File: src/rtl/rf_writeback.sv
// ---------------------------------------------------------------------------
// rf_writeback
//
// Writeback stage in front of the single register-file write port.
//
// The stage merges two result sources into one registered write per cycle:
//   * the in-order pipeline (ALU / LSU). It cannot be stalled, so it always
//     wins the port when it has a real destination (rd != x0).
//   * a long-latency MUL/DIV unit. One of its results at a time is parked in
//     a skid register (hold_*). The skid register drains whenever the
//     pipeline leaves the port free.
// Load words from the LSU are aligned and sign/zero-extended here.
// A 32-bit busy scoreboard marks destinations that still wait on a MUL/DIV
// result. Decode uses it to stall on RAW/WAW hazards.
//
// Handshake (MUL/DIV side): a result moves into the skid register on every
// rising edge where md_valid && md_ready. md_ready depends only on the skid
// register's state and on reset. It never depends on md_valid, so the
// producer may raise md_valid in response to md_ready without building a
// combinational loop. md_valid may be dropped at any time.
//
// Ports:
//   clk, reset          clock; synchronous active-high reset
//   pl_valid/rd/data    pipeline result (ALU result or raw load word)
//   pl_load/funct3/
//   pl_byte_off         load alignment / extension controls
//   md_valid/rd/data    MUL/DIV result offer
//   md_ready            skid register is free
//   iss_valid/iss_rd    MUL/DIV issue, marks iss_rd busy
//   rd_we/addr/data     registered register-file write
//   busy                pending MUL/DIV destinations (bit 0 always 0)
// ---------------------------------------------------------------------------
module rf_writeback #(
  parameter int XLEN = 32
) (
  input  logic            clk,
  input  logic            reset,

  input  logic            pl_valid,
  input  logic [4:0]      pl_rd,
  input  logic [XLEN-1:0] pl_data,
  input  logic            pl_load,
  input  logic [2:0]      pl_funct3,
  input  logic [1:0]      pl_byte_off,

  input  logic            md_valid,
  input  logic [4:0]      md_rd,
  input  logic [XLEN-1:0] md_data,
  output logic            md_ready,

  input  logic            iss_valid,
  input  logic [4:0]      iss_rd,

  output logic            rd_we,
  output logic [4:0]      rd_addr,
  output logic [XLEN-1:0] rd_data,

  output logic [31:0]     busy
);

  // Load types encoded in funct3
  localparam logic [2:0] F3_LB  = 3'b000;
  localparam logic [2:0] F3_LH  = 3'b001;
  localparam logic [2:0] F3_LBU = 3'b100;
  localparam logic [2:0] F3_LHU = 3'b101;

  // -------------------------------------------------------------------------
  // State
  // -------------------------------------------------------------------------
  logic            hold_valid_q, hold_valid_d;
  logic [4:0]      hold_rd_q,    hold_rd_d;
  logic [XLEN-1:0] hold_data_q,  hold_data_d;

  logic            rd_we_q,      rd_we_d;
  logic [4:0]      rd_addr_q,    rd_addr_d;
  logic [XLEN-1:0] rd_data_q,    rd_data_d;

  logic [31:0]     busy_q,       busy_d;

  // -------------------------------------------------------------------------
  // Load alignment and extension
  // -------------------------------------------------------------------------
  logic [7:0]      ld_byte;
  logic [15:0]     ld_half;
  logic [XLEN-1:0] pl_wdata;

  always_comb begin
    ld_byte = 8'h00;
    case (pl_byte_off)
      2'd0:    ld_byte = pl_data[7:0];
      2'd1:    ld_byte = pl_data[15:8];
      2'd2:    ld_byte = pl_data[23:16];
      default: ld_byte = pl_data[31:24];
    endcase

    // Halfword loads pick a half by address bit 1. Address bit 0 is ignored,
    // so a misaligned halfword offset reads the enclosing aligned halfword.
    ld_half = pl_byte_off[1] ? pl_data[31:16] : pl_data[15:0];

    pl_wdata = pl_data;
    if (pl_load) begin
      case (pl_funct3)
        F3_LB:   pl_wdata = {{(XLEN-8){ld_byte[7]}}, ld_byte};
        F3_LH:   pl_wdata = {{(XLEN-16){ld_half[15]}}, ld_half};
        F3_LBU:  pl_wdata = {{(XLEN-8){1'b0}}, ld_byte};
        F3_LHU:  pl_wdata = {{(XLEN-16){1'b0}}, ld_half};
        default: pl_wdata = pl_data;  // LW and unused encodings
      endcase
    end
  end

  // -------------------------------------------------------------------------
  // Arbitration, skid register and scoreboard
  // -------------------------------------------------------------------------
  logic md_xfer;
  logic pl_owns_port;
  logic hold_drain;

  // Held low in reset so that nothing is accepted into a skid register that
  // is being cleared at the same edge.
  assign md_ready = !hold_valid_q && !reset;
  assign md_xfer  = md_valid && md_ready;

  // A pipeline result aimed at x0 is architecturally a no-op. It does not
  // take the port, so the skid register can drain in that cycle.
  assign pl_owns_port = pl_valid && (pl_rd != 5'd0);
  assign hold_drain   = hold_valid_q && !pl_owns_port;

  always_comb begin
    hold_valid_d = hold_valid_q;
    hold_rd_d    = hold_rd_q;
    hold_data_d  = hold_data_q;
    rd_we_d      = 1'b0;
    rd_addr_d    = rd_addr_q;
    rd_data_d    = rd_data_q;
    busy_d       = busy_q;

    if (pl_owns_port) begin
      rd_we_d   = 1'b1;
      rd_addr_d = pl_rd;
      rd_data_d = pl_wdata;
    end else if (hold_drain && (hold_rd_q != 5'd0)) begin
      rd_we_d   = 1'b1;
      rd_addr_d = hold_rd_q;
      rd_data_d = hold_data_q;
    end

    // A skid entry for x0 still drains. It just never raises rd_we.
    if (hold_drain) begin
      hold_valid_d      = 1'b0;
      busy_d[hold_rd_q] = 1'b0;
    end

    // md_xfer needs an empty skid register, so it never overlaps a drain.
    if (md_xfer) begin
      hold_valid_d = 1'b1;
      hold_rd_d    = md_rd;
      hold_data_d  = md_data;
    end

    // The set comes after the clear, so an issue wins over a drain to the
    // same register.
    if (iss_valid && (iss_rd != 5'd0)) begin
      busy_d[iss_rd] = 1'b1;
    end

    busy_d[0] = 1'b0;
  end

  always_ff @(posedge clk) begin
    if (reset) begin
      hold_valid_q <= 1'b0;
      hold_rd_q    <= 5'd0;
      hold_data_q  <= '0;
      rd_we_q      <= 1'b0;
      rd_addr_q    <= 5'd0;
      rd_data_q    <= '0;
      busy_q       <= '0;
    end else begin
      hold_valid_q <= hold_valid_d;
      hold_rd_q    <= hold_rd_d;
      hold_data_q  <= hold_data_d;
      rd_we_q      <= rd_we_d;
      rd_addr_q    <= rd_addr_d;
      rd_data_q    <= rd_data_d;
      busy_q       <= busy_d;
    end
  end

  assign rd_we   = rd_we_q;
  assign rd_addr = rd_addr_q;
  assign rd_data = rd_data_q;
  assign busy    = busy_q;

endmodule

File: config.mk
export PLATFORM = sky130hd
export DESIGN_NAME = rf_writeback
export DESIGN_NICKNAME = d
export VERILOG_FILES = /design/src/rtl/rf_writeback.sv
export SDC_FILE = /design/constraint.sdc
export NUM_CORES = 1
export LEC_CHECK = 0
export CORE_MARGIN = 3
export CORE_UTILIZATION = 49
export CTS_BUF_LIST = sky130_fd_sc_hd__clkbuf_4 sky130_fd_sc_hd__clkbuf_8
export CTS_CLUSTER_SIZE = 12
export DETAILED_ROUTE_END_ITERATION = 12
export PLACE_DENSITY = 0.81
export SLEW_MARGIN = 20
export SYNTH_ARGS = -nofsm -noshare
export SYNTH_HDL_FRONTEND = slang
export SYNTH_SLANG_ARGS = --single-unit
File: constraint.sdc
create_clock -name clk -period 2.2 [get_ports clk]
set_clock_uncertainty 0.05 [all_clocks]
set_input_delay 0.22 -clock clk [delete_from_list [all_inputs] [get_ports clk]]
set_output_delay 0.22 -clock clk [all_outputs]
set_load 0.01 [all_outputs]
==> flow_metrics.env, run 1 <==
export IMPL_status="complete, no violations"
export IMPL_required_ns=2.41
export IMPL_dpl_worst_slack_ns=-0.372
export IMPL_hold_depth=3
export IMPL_cts_root_buf="clkbuf_8"
export IMPL_multi_input_area_sq_mm=0.00281
export IMPL_rsz0062_at_grt="no"
export IMPL_cts_tree="yes"
export IMPL_antenna_found_initial=0
export IMPL_startpoint_type="flip-flop"
export IMPL_htreeDepth=3
export IMPL_ys_warn_count=0
export IMPL_async_flop_share_pct=0
export IMPL_ant_nets=0
export IMPL_utilization_pct=70.6
export IMPL_place_hpwl_microns=12300
export IMPL_synth_area_sq_mm=0.00522
export IMPL_chipHeight_microns=109
export IMPL_fin_crit_sh_pct=91.1
export IMPL_dr_pass1_iters=7
export IMPL_grt_util_all_layers_pct=28.3
export IMPL_post_cts_resized=0
export IMPL_grt_pass1_vias=5378
export IMPL_synth_top_area_share_pct=41.0
export IMPL_r2r_cells=5
export IMPL_worst_pin_slew_ns=0.692
export IMPL_area_growth_pct=39.7
export IMPL_yosys_most_used_dff="dfxtp_1"
export IMPL_end_kind="flip-flop"
export IMPL_power_leakage_nw=2.70
export IMPL_drc=0
export IMPL_grt_max_degree=75
export IMPL_syn_nets=686
export IMPL_peakVddDrop_uv=392
export IMPL_n_antenna_cell=0
export IMPL_synth_most_common_cell="dfxtp_1"
export IMPL_min_path_type="primary input to flip-flop"
export IMPL_cts_setup_buffers=0
export IMPL_whs_endpoint="rd_data[10]"
export IMPL_p_per_area_mw_per_mm2=594
export IMPL_final_layout_size_suffix_gt1_share_pct=11.7
export IMPL_finalSetupViolCount=0
export IMPL_initial_core_util_pct=50.6
export IMPL_clk_latency_ns=0.37
export IMPL_clock_tree_buffer_depth=2
export IMPL_drv_slew=0
export IMPL_dieArea_sq_mm=0.0119
export IMPL_switching_power_mw=1.24
export IMPL_die_x_microns=109
export IMPL_finalInstanceArea_sq_mm=0.00729
export IMPL_total_power_mw=4.33
export IMPL_rows=37
export IMPL_pwr_share_clk_pct=28.5
export IMPL_synth_top_area_cell="dfxtp_1"
export IMPL_grt_pass1_wl_microns=26600
export IMPL_setup_ws_ns=0.196
export IMPL_cts_hold_buffers=0
export IMPL_r2r_end="rd_data[15]"
export IMPL_gp_congestion=0.955
export IMPL_yosysSeqAreaShare_pct=41.0
export IMPL_overflow=0
export IMPL_cts_made_buffers=9
export IMPL_intPower_mw=3.09
export IMPL_placed_area_sq_mm=0.00708
export IMPL_critPathKind="flip-flop to flip-flop"
export IMPL_ys_seq_elements=107
export IMPL_synthCells=596
export IMPL_port_buffers=159
export IMPL_timing_rr_start="hold_rd_q[2]"
export IMPL_synth_area_top_cells="dfxtp_1 41%, nand2_1 6.9%, mux2i_1 5.4%"
export IMPL_fillCellCount=781
export IMPL_combPwrFrac_pct=22.3
export IMPL_ys_types=48
export IMPL_num_vias=5202
export IMPL_cts_sinks=107
export IMPL_fmax_ghz=0.499
export IMPL_worstPathMaxFanout=46
export IMPL_yosys_top_cells_count="107 x dfxtp_1, 96 x nand2_1, 42 x nand2b_1, 38 x o21ai_0, 35 x a21oi_1"
export IMPL_drtIter0Drc=321
export IMPL_drv_cap=0
export IMPL_min_period_ns=2.00
export IMPL_maxSlewHeadroom_pct=53.7
export IMPL_p_seq_share_pct=49.2
export IMPL_min_delay_start="reset"
export IMPL_timing_hold_ws_ns=0.327
export IMPL_final_nets=844
export IMPL_arrival_ns=2.21
export IMPL_viasPerCell=5.81
export IMPL_r2r_slack_ns=0.20
export IMPL_wire_per_inst_microns=18.5
export IMPL_final_hold_viol_count=0
export IMPL_regArea_sq_mm=0.00214
export IMPL_io_pins=161
export IMPL_wirelength_microns=16600
export IMPL_core_sq_mm=0.0103
export IMPL_swShare_pct=28.6
export IMPL_clk_transition_reported_paths_ns=0.10
export IMPL_synth_edf_count=0
export IMPL_avgSynthCellArea_sq_um=8.76
-- placed cells by master, fill, tap and decap left out, types with 10 or more instances in the layout --
cell	count
a21oi_1	35
mux2i_1	28
a221oi_2	14
o21ai_0	38
nand2_1	96
clkdlybuf4s50_1	158
a221oi_1	17
nand3b_1	10
o31ai_1	31
dfxtp_1	107
nor2_1	14
nand2b_1	42
buf_4	36
-- per-layer routing --
metal	track usage [%]	up-vias	part of all wire, %	wire, microns
met4	11.7	0	2.5	420
met3	5.03	32	7.7	1280
met5	0	-	0	0
met2	47.8	237	49	8080
li1	-	2479	-	-
met1	35.6	2454	41	6790
-- sequential cells by signal, indices dropped and copies added, names as in the netlist --
register      cells
busy             31
hold_data_q      32
hold_rd_q         5
hold_valid_q      1
rd_addr           5
rd_data          32
rd_we             1
-- worst max-delay path by stage --
stage	startpoint	end	slack, ns	depth (start not counted)
after floorplan	pl_byte_off[0]	rd_data[21]	0.29	6
after global placement	pl_byte_off[0]	rd_data[31]	-0.27	6
after detailed placement	pl_byte_off[0]	rd_data[31]	-0.37	6
after CTS	pl_byte_off[1]	rd_data[31]	0.009	5
after global routing	hold_rd_q[2]	rd_data[15]	0.07	5
final	hold_rd_q[2]	rd_data[15]	0.20	5
-- area by class of cell --
type,count,share of cell area (%)
multi-input combinational,430,38.6
sequential,107,29.4
timing repair buffer,200,26.7
tap,136,2.33
clock buffer,10,1.80
clock inverter,6,0.876
inverter,6,0.309
-- logic make-up (layout without fill, tap and decap cells) --
logic type / Yosys count / in the layout / synth area share [%]
AOI/OAI and AO/OA: 189 / 189 / 26.4
buffers and inverters: 59 / 222 / 5.42
DFF: 107 / 107 / 41.0
muxes: 36 / 36 / 7.10
other: 1 / 1 / 0.0719
and+or+nand+nor: 204 / 204 / 19.9
-- stage by stage --
step                      cells  TNS, ns
after CTS                   894        0
after global placement      878    -3.49
after floorplan             596        0
after detailed placement    878    -5.60
after global routing        895        0
final                       895        0
-- power by group through the flow --
stage	logic, mW	registers (mW)	clock network (mW)
6_report	0.967	2.13	1.23
5_1_grt	1.04	2.14	1.31
4_1_cts	0.959	2.13	1.23
3_5_place_dp	0.954	2.17	0
3_3_place_gp	0.932	2.17	0
2_1_floorplan	0.458	2.18	0
-- critical path, stage by stage, from the launching register on --
cell,delay (ns)
dfxtp_1,0.33
or3_4,0.44
o31ai_4,0.23
buf_12,0.31
o22ai_1,0.13
a2111oi_1,0.40
Power figures use the tool's default switching activity.
==> inputs of run 2 (changes only) <==
Settings changed: CORE_UTILIZATION 49 to 52, PLACE_DENSITY 0.81 to 0.86.
Clock period 2.2 ns to 2.35 ns, I/O delays scaled along.
==> run 2 against run 1 <==
  * Global-route usage is 0.34 points lower
  * Flip-flop and latch count unchanged
  * Sequential share of layout area grew 0.35 points
  * Critical path depth is the same
  * Count of clock-buffer cells in the layout fell by 1
  * Via count about the same
  * Total power decreased by 4.5%
  * Cell count fell by 2.5%
  * Core utilization increased by 5.2 points
  * Die area shrank 5.5%
  * Final area is 1.2% lower
  * Critical endpoint is now rd_data[31]
  * First-iteration DRC count is 0.31% higher
==> flow_metrics.env, run 2 (same netlist as run 1, synthesis figures left out) <==
export IMPL_critPathKind="primary input to flip-flop"
export IMPL_peakVddDrop_uv=322
export IMPL_area_growth_pct=38.0
export IMPL_mostFrequentLayoutCell="clkdlybuf4s50_1"
export IMPL_swShare_pct=27.9
export IMPL_cts_tree="yes"
export IMPL_utilization_pct=75.8
export IMPL_dr_pass1_iters=5
export IMPL_overflow=0
export IMPL_finalSetupViolCount=0
export IMPL_final_hold_viol_count=0
export IMPL_io_pins=161
export IMPL_status="complete, no violations"
export IMPL_placed_cells_incl_taps=857
export IMPL_port_buffers=159
export IMPL_placed_area_sq_mm=0.00698
export IMPL_fin_cells=873
export IMPL_clk_latency_ns=0.36
export IMPL_final_nets=829
export IMPL_cts_setup_buffers=0
export IMPL_place_hpwl_microns=11600
export IMPL_power_leakage_nw=2.64
export IMPL_total_power_mw=4.13
export IMPL_maxSlewHeadroom_pct=29.6
export IMPL_cp_num_cells=5
export IMPL_drv_slew=0
export IMPL_arrival_ns=2.24
export IMPL_timing_hold_ws_ns=0.340
export IMPL_htreeDepth=3
export IMPL_p_seq_share_pct=48.3
export IMPL_clk_transition_reported_paths_ns=0.11
export IMPL_initial_core_util_pct=54.9
export IMPL_finalSetupTns_ns=0
export IMPL_chipHeight_microns=106
export IMPL_cts_made_buffers=9
export IMPL_required_ns=2.50
export IMPL_worst_pin_slew_ns=1.05
export IMPL_fin_crit_sh_pct=88.9
export IMPL_cpMaxStageDelayCell="a211oi_4"
export IMPL_num_vias=5206
export IMPL_grt_util_all_layers_pct=27.9
export IMPL_startpoint_type="primary input"
export IMPL_fmax_ghz=0.479
export IMPL_p_per_area_mw_per_mm2=574
export IMPL_viasPerCell=5.96
export IMPL_ant_nets=0
export IMPL_post_cts_resized=0
export IMPL_final_layout_size_suffix_gt1_share_pct=9.95
export IMPL_grt_max_degree=105
export IMPL_cts_hold_buffers=0
export IMPL_worstPathMaxFanout=16
export IMPL_clock_tree_buffer_depth=2
export IMPL_wirelength_microns=16100
export IMPL_path_delay_family="compound AO/OA/AOI/OAI gates"
export IMPL_worst_path_buf_inv=1
export IMPL_setup_ws_ns=0.261
export IMPL_cp_cell_sequence="clkdlybuf4s50_1 > mux2i_1 > o22ai_1 > a211oi_4 > a221oi_1"
export IMPL_pwr_share_clk_pct=30.5
export IMPL_intPower_mw=2.98
export IMPL_fillCellCount=671
export IMPL_drv_cap=0
export IMPL_core_sq_mm=0.00950
export IMPL_antenna_found_initial=0
export IMPL_r2r_cells=5
export IMPL_die_x_microns=106
export IMPL_grt_pass1_wl_microns=25500
export IMPL_n_antenna_cell=0
export IMPL_wire_per_inst_microns=18.4
export IMPL_grt_pass1_vias=5083
export IMPL_switching_power_mw=1.15
export IMPL_min_path_type="primary input to flip-flop"
export IMPL_cts_root_buf="clkbuf_8"
export IMPL_slowest_delay_ns=0.92
export IMPL_gp_congestion=0.918
export IMPL_finalInstanceArea_sq_mm=0.00720
export IMPL_dpl_worst_slack_ns=-0.136
export IMPL_drtIter0Drc=322
export IMPL_rows=35
export IMPL_dieArea_sq_mm=0.0113
export IMPL_drc=0
export IMPL_combPwrFrac_pct=21.2
export IMPL_end_kind="flip-flop"
export IMPL_rsz0062_at_grt="no"
export IMPL_final_cell_mix="158 x clkdlybuf4s50_1, 107 x dfxtp_1, 96 x nand2_1, 42 x nand2b_1, 38 x o21ai_0"
export IMPL_hold_depth=3
export IMPL_cts_sinks=107
export IMPL_min_period_ns=2.09
-- run 2: changes by cell type in the layout (fill, tap and decap cells not counted), sizes merged --
| cell | change |
|---|---|
| clkinvlp | -1 |
| buf | -15 |
| clkbuf | -1 |
| inv | +1 |
| bufinv | +1 |
-- run 2: worst paths after layout --
| kind | slack, ns | startpoint | end |
|---|---|---|---|
| min reg2reg | 0.42 | busy[22] | busy[22] |
| max reg2reg | 0.36 | hold_rd_q[2] | rd_data[9] |
| min | 0.34 | reset | hold_valid_q |
| max | 0.26 | pl_byte_off[0] | rd_data[31] |
-- run 2: tightest hold or removal path, stage by stage --
cell	delay [ns]
buf_2	0.12
buf_12	0.22
nor2_1	0.13
-- run 2: per-layer routing --
layer  wire length, microns  GRT usage (%)  vias up
li1                       -              -     2453
met1                   6380           35.0     2455
met2                   7970           48.2      265
met3                   1350           4.74       33
met4                    364           10.1        0
met5                      0              0        -
-- run 2: area by class of cell --
class	instances	area [sq um]	area share [%]
flip-flops and latches	107	2140	29.7
repair buffers	185	1840	25.6
multi-input cells	430	2810	39.0
clock buffers	9	124	1.72
well taps	129	161	2.24
clock inverters	7	98.8	1.37
inverters	6	22.5	0.313
-- run 2: power by group through the flow --
stage,Clock [mW],Sequential [mW],Combinational [mW]
after floorplan,0,2.04,0.429
after global placement,0,2.03,0.848
after detailed placement,0,2.04,0.867
after CTS,1.27,2.00,0.872
after global routing,1.34,2.01,0.938
final,1.26,2.00,0.876
